--- src/rtl/if_fetch_stage_if.sv ---
// Instruction-cache fetch bus between the fetch stage (master) and the icache (slave).
// Handshake: the master holds ic_req/ic_addr; a word is taken only in a cycle where ic_req & ic_ready.
interface if_fetch_stage_if;
   logic        ic_req;
   logic [31:0] ic_addr;
   logic        ic_ready;
   logic [31:0] ic_rdata;

   modport master (output ic_req, output ic_addr, input ic_ready, input ic_rdata);
   modport slave  (input ic_req, input ic_addr, output ic_ready, output ic_rdata);
endinterface

--- src/rtl/if_fetch_stage.sv ---
// Fetch stage: owns the PC, requests words from the icache, predecodes beq for the
// always-taken predictor and loads the IF/ID register; keeps saturating perf counters.
module if_fetch_stage #(
   parameter logic [31:0] RESET_PC = 32'h0000_0000,
   parameter int          CNT_W    = 16
) (
   input  logic                 clk,
   input  logic                 rst,
   if_fetch_stage_if.master     ic,
   input  logic [31:0]          pc_next,
   input  logic                 correct,
   input  logic                 hazard_stall,
   output logic                 branch_if,
   output logic [31:0]          pc_add_4,
   output logic [31:0]          pc_add_imm,
   output logic                 stall,
   output logic                 if_id_valid,
   output logic [31:0]          if_id_instr,
   output logic [31:0]          if_id_pc,
   output logic [CNT_W-1:0]     fetch_cnt,
   output logic [CNT_W-1:0]     flush_cnt,
   output logic [CNT_W-1:0]     stall_cnt,
   output logic [1:0]           fsm_state
);

   typedef enum logic [1:0] {
      BOOT  = 2'd0,
      FETCH = 2'd1,
      MISS  = 2'd2
   } state_t;

   state_t      state, state_nxt;
   logic [31:0] pc_q;
   logic [31:0] instr;
   logic [31:0] imm_b;
   logic        is_beq;
   logic        req;

   assign instr     = ic.ic_rdata;
   assign fsm_state = state;

   always_ff @(posedge clk or posedge rst) begin
      if (rst) state <= BOOT;
      else     state <= state_nxt;
   end

   always_comb begin
      state_nxt = state;
      req       = 1'b0;
      case (state)
         BOOT:    state_nxt = FETCH;
         FETCH: begin
            req = 1'b1;
            if (!ic.ic_ready) state_nxt = MISS;
         end
         MISS: begin
            req = 1'b1;
            if (ic.ic_ready) state_nxt = FETCH;
         end
         default: state_nxt = BOOT;
      endcase
   end

   assign ic.ic_req  = req;
   assign ic.ic_addr = pc_q;

   // A word returned while hazard_stall is high is dropped; the PC holds so it is re-fetched.
   assign stall = (state == BOOT) | (req & ~ic.ic_ready) | hazard_stall;

   assign is_beq     = (instr[6:0] == 7'b1100011) && (instr[14:12] == 3'b000);
   assign imm_b      = {{19{instr[31]}}, instr[31], instr[7], instr[30:25], instr[11:8], 1'b0};
   assign pc_add_4   = pc_q + 32'd4;
   assign pc_add_imm = pc_q + imm_b;
   // Gated by correct so a wrong-path beq cannot override the predictor's redirect.
   assign branch_if  = is_beq & req & ic.ic_ready & correct;

   always_ff @(posedge clk or posedge rst) begin
      if (rst) begin
         pc_q        <= RESET_PC;
         if_id_valid <= 1'b0;
         if_id_instr <= 32'h0000_0013;
         if_id_pc    <= 32'h0000_0000;
         fetch_cnt   <= '0;
         flush_cnt   <= '0;
         stall_cnt   <= '0;
      end else if (!stall) begin
         pc_q <= pc_next;
         if (!correct) begin
            if_id_valid <= 1'b0;
            if (flush_cnt != '1) flush_cnt <= flush_cnt + 1'b1;
         end else begin
            if_id_valid <= 1'b1;
            if_id_instr <= instr;
            if_id_pc    <= pc_q;
            if (fetch_cnt != '1) fetch_cnt <= fetch_cnt + 1'b1;
         end
      end else if (state != BOOT) begin
         if (stall_cnt != '1) stall_cnt <= stall_cnt + 1'b1;
      end
   end

endmodule

--- src/flat_wrapper.sv ---
// flat-port wrapper written by rule: the top's interface ports become plain ports
module if_fetch_stage_flat 
#(
   parameter logic [31:0] RESET_PC = 32'h0000_0000,
   parameter int          CNT_W    = 16
)
  (clk, rst, pc_next, correct, hazard_stall, branch_if, pc_add_4, pc_add_imm, stall, if_id_valid, if_id_instr, if_id_pc, fetch_cnt, flush_cnt, stall_cnt, fsm_state, ic_ic_req, ic_ic_addr, ic_ic_ready, ic_ic_rdata);
  if_fetch_stage_if ic_i ();
  input  logic clk;
  input  logic rst;
  input  logic [31:0] pc_next;
  input  logic correct;
  input  logic hazard_stall;
  output logic branch_if;
  output logic [31:0] pc_add_4;
  output logic [31:0] pc_add_imm;
  output logic stall;
  output logic if_id_valid;
  output logic [31:0] if_id_instr;
  output logic [31:0] if_id_pc;
  output logic [CNT_W-1:0] fetch_cnt;
  output logic [CNT_W-1:0] flush_cnt;
  output logic [CNT_W-1:0] stall_cnt;
  output logic [1:0] fsm_state;
  output wire logic [$bits(ic_i.ic_req)-1:0] ic_ic_req;
  output wire logic [$bits(ic_i.ic_addr)-1:0] ic_ic_addr;
  input wire logic [$bits(ic_i.ic_ready)-1:0] ic_ic_ready;
  input wire logic [$bits(ic_i.ic_rdata)-1:0] ic_ic_rdata;
  assign ic_ic_req = ic_i.ic_req;
  assign ic_ic_addr = ic_i.ic_addr;
  assign ic_i.ic_ready = ic_ic_ready;
  assign ic_i.ic_rdata = ic_ic_rdata;
  if_fetch_stage #(.RESET_PC(RESET_PC), .CNT_W(CNT_W)) u_core (.clk(clk), .rst(rst), .ic(ic_i), .pc_next(pc_next), .correct(correct), .hazard_stall(hazard_stall), .branch_if(branch_if), .pc_add_4(pc_add_4), .pc_add_imm(pc_add_imm), .stall(stall), .if_id_valid(if_id_valid), .if_id_instr(if_id_instr), .if_id_pc(if_id_pc), .fetch_cnt(fetch_cnt), .flush_cnt(flush_cnt), .stall_cnt(stall_cnt), .fsm_state(fsm_state));
endmodule
--- config.mk ---
export PLATFORM = sky130hd
export DESIGN_NAME = if_fetch_stage_flat
export DESIGN_NICKNAME = d
export VERILOG_FILES = /design/src/rtl/if_fetch_stage_if.sv /design/src/rtl/if_fetch_stage.sv /design/src/flat_wrapper.sv
export SDC_FILE = /design/constraint.sdc
export NUM_CORES = 1
export LEC_CHECK = 0
export BUFFER_PORTS_ARGS = -buffer_cell sky130_fd_sc_hd__clkbuf_2
export CORE_MARGIN = 10
export CORE_UTILIZATION = 55
export DETAILED_ROUTE_END_ITERATION = 7
export PLACE_DENSITY = 0.94
export RECOVER_POWER = 50
export SYNTH_ARGS = -nofsm -noshare
export SYNTH_HDL_FRONTEND = slang
export SYNTH_SLANG_ARGS = --single-unit
--- constraint.sdc ---
create_clock -name clk -period 14.2 [get_ports clk]
set_input_delay 2.84 -clock clk [delete_from_list [all_inputs] [get_ports clk]]
set_output_delay 2.84 -clock clk [all_outputs]
set_load 0.02 [all_outputs]
==> impl_metrics.py <==
metrics = {
    "outcome": {
        "status": "complete, but fails checks",
        "failed_checks": "capacitance limit, slew limit",
    },
    "power_and_ir_drop": {
        "switching_share_pct": 50.1,
        "seqPwrFrac_pct": 28.3,
        "power.density_nw_per_um2": 278,
        "power.internal_mw": 1.41,
        "p_leak_nw": 4.61,
        "p_total_mw": 2.82,
        "pwr-share-comb_pct": 56.0,
        "power.switching_mw": 1.41,
        "pwr-share-clk_pct": 15.6,
        "peakVddDrop_v": 0.000142,
    },
    "clock_tree": {
        "cts_resized": 0,
        "clockBufferDepth": 2,
        "clk_pin_slew_worst_paths_ps": 60,
        "h-tree-depth": 4,
        "cts_setup_buffers": 0,
        "clockRootBuffer": "clkbuf_16",
        "cts_tree": "done",
        "cts.sinks": 147,
        "clock_latency_ps": 420,
        "hold_buffers": 0,
        "cts_made_buffers": 17,
    },
    "sta": {
        "slew_violations": 188,
        "hold_violations": 0,
        "tns_ps": 0,
        "holdWs_ps": 484,
        "rsz0062_at_grt": "no",
        "finClkSkew_ps": 9.30,
        "finalCriticalPeriod_ps": 8650,
        "maxSlewHeadroom_pct": -156,
        "worst_pin_slew_ps": 3820,
        "post-route-period-util_pct": 60.9,
        "layout_setup_ws_ps": 5550,
        "fmax_ghz": 0.116,
        "finalSetupViolations": 0,
    },
    "yosys": {
        "syn_avg_cell_area_um2": 10.9,
        "synth_xor_xnor_area_share_pct": 10.3,
        "synth-compound-area-share_pct": 9.30,
        "ys_types": 67,
        "synth_edf_count": 0,
        "synth-seq-area-share_pct": 44.7,
        "ys_ff_latch": 147,
        "synthAdderAreaFrac_pct": 6.17,
        "yosys-mux-area-fraction_pct": 13.4,
        "yosys_warnings": 0,
        "synthCells": 756,
        "ys.flop_type": "dfrtp_1",
        "syn_nets": 865,
        "synth_top_family_by_area": "simple AND/OR/NAND/NOR gates",
        "yosysTopAreaCell": "dfrtp_1",
        "synth_area_leaders": "dfrtp_1 (44%), mux2_2 (13%), xnor2_1 (6.8%)",
        "synthSimpleGateAreaFrac_pct": 13.7,
        "yosysTopAreaCellShare_pct": 43.8,
        "async_reset_ff_share_pct": 100,
        "synth.cell_area_um2": 8240,
    },
    "critical_path": {
        "required_ps": 11360,
        "crit_fanout": 6,
        "path_class": "input port to output port",
        "start_kind": "input port",
        "r2r-end": "u_core.fetch_cnt[15]$_DFFE_PP0P_",
        "reg2reg_from": "u_core.fsm_state[0]$_DFFE_PP0P_",
        "end_kind": "output port",
        "r2r_setup_slack_ps": 9760,
        "rr_worst_depth": 8,
        "worstPathArrival_ps": 5810,
    },
    "die": {
        "die-area_um2": 20300,
        "initial_core_util_pct": 56.4,
        "rows": 44,
        "die_y_um": 142,
        "coreArea_um2": 14600,
        "fp.dieW_um": 142,
        "io_pins": 283,
    },
    "placement": {
        "io_buffers": 282,
        "place_ws_ps": 5590,
        "dp_hpwl_mm": 19.2,
        "gp_congestion": 0.912,
    },
    "finish": {
        "fin_util_pct": 69.6,
        "antenna_cells": 0,
        "area_delta_synth_final_pct": 23.4,
        "drive_gt1_share_pct": 27.1,
        "final_cell_mix": "clkbuf_1 (146), dfrtp_1 (144), clkbuf_2 (137)",
        "mostFrequentLayoutCell": "clkbuf_1",
        "nets": 1144,
    },
    "hold_path": {
        "min_from": "u_core.if_id_valid$_DFFE_PP0N_",
        "whs_endpoint": "u_core.if_id_valid$_DFFE_PP0N_",
        "hold_class": "flip-flop to flip-flop",
        "holdPathStages": 1,
    },
    "route": {
        "num_vias": 7128,
        "dr.pass1.iters": 5,
        "drt-total-wl_mm": 25.4,
        "viasPerCell": 5.79,
        "wire_per_inst_um": 20.6,
        "drt_iter0_drc": 492,
        "route.detailed.drc": 0,
        "drtAntennaViolNets": 0,
    },
    "global_route": {
        "grt_pass1_wl_mm": 39.6,
        "antenna_found_initial": 0,
        "grt_pass1_vias": 7372,
        "grtUsageTotal_pct": 24.4,
        "overflow": 0,
        "grt_max_degree": 89,
    },
    "flow_run": {
        "drv_cap": 3,
    },
}
[state kept, by name, indices dropped and copies added, names as in the netlist]
signal              flops
u_core.fetch_cnt       16
u_core.flush_cnt       16
u_core.fsm_state        2
u_core.ic.ic_addr      32
u_core.if_id_instr     32
u_core.if_id_pc        32
u_core.if_id_valid      1
u_core.stall_cnt       16
[through the flow]
stage	instances	cell area (um^2)
floorplan	756	8240
CTS	1232	10400
global route	1232	10200
global placement	1200	9780
finish	1232	10200
detailed placement	1200	9780
[kinds of logic (layout without fill, tap and decap cells)]
kind of cell               after synthesis  count (layout)
adders and majority gates               40              40
and+or+nand+nor                        215             215
AOI/OAI and AO/OA                      113             113
DFF                                    147             147
muxes                                   98              98
buffers and inverters                   46             338
xor gates and xnor gates                97              97
[metal layers]
metal  routed length [um]  up-vias  track usage (%)
met4                  742        0             8.41
li1                     -     3264                -
met5                    0        -                0
met3                 2100       53             7.51
met2                12700      335             40.9
met1                 9910     3476             29.0
[cell usage after synthesis (3+ instances only)]
library cell and count:
o211ai_1 5, a211oi_1 4, dfrtp_1 144, o21a_1 4, xor2_1 33, a21o_1 14, nor4b_1 3, inv_1 21
dfstp_2 3, a21oi_2 3, nor2b_1 6, xnor2_1 64, nand4_1 17, ha_1 39, mux2_2 97, nand3_1 30
nor3_1 11, nand2b_1 5, clkbuf_1 10, a31oi_1 3, buf_4 6, and4_1 7, o22ai_1 3, o21ai_1 5
and2_1 8, o21ai_0 15, nor3b_1 3, nor2_1 43, buf_2 6, a21oi_1 33, nand2_1 54, and3_1 14
[layout make-up]
type,count,area (um^2)
Clock buffer,17,425
Sequential cell,147,3680
Fill cell,1112,4430
Timing Repair Buffer,283,1230
Inverter,23,87.6
Tap cell,184,230
Clock inverter,15,151
Multi-Input combinational cell,563,4350
[worst max path at each step]
stage,from,endpoint,slack (ps)
after floorplan,ic_ic_rdata[8],pc_add_imm[31],6290
after global placement,ic_ic_rdata[8],pc_add_imm[31],5680
after detailed placement,ic_ic_rdata[8],pc_add_imm[31],5590
after CTS,ic_ic_rdata[8],pc_add_imm[31],5580
after global routing,ic_ic_rdata[8],pc_add_imm[31],5370
final,ic_ic_rdata[8],pc_add_imm[31],5550
[worst max-delay path, cell delays in order]
cell and delay (ps):
clkbuf_2 110, ha_1 240, fa_1 410, a21oi_1 360, o211ai_1 170, a21oi_1 400, a211oi_1 170, or4_4 550
a21oi_2 160, xnor2_1 160, clkbuf_2 220
[power groups by stage]
stage          Sequential, mW  Clock, mW  Combinational, mW
2_1_floorplan           0.943          0              0.899
3_3_place_gp            0.782          0               1.58
3_5_place_dp            0.798          0               1.61
4_1_cts                 0.794      0.445               1.63
5_1_grt                 0.823      0.463               1.70
6_report                0.799      0.441               1.58
No activity file was read; power rests on OpenSTA's default activity.
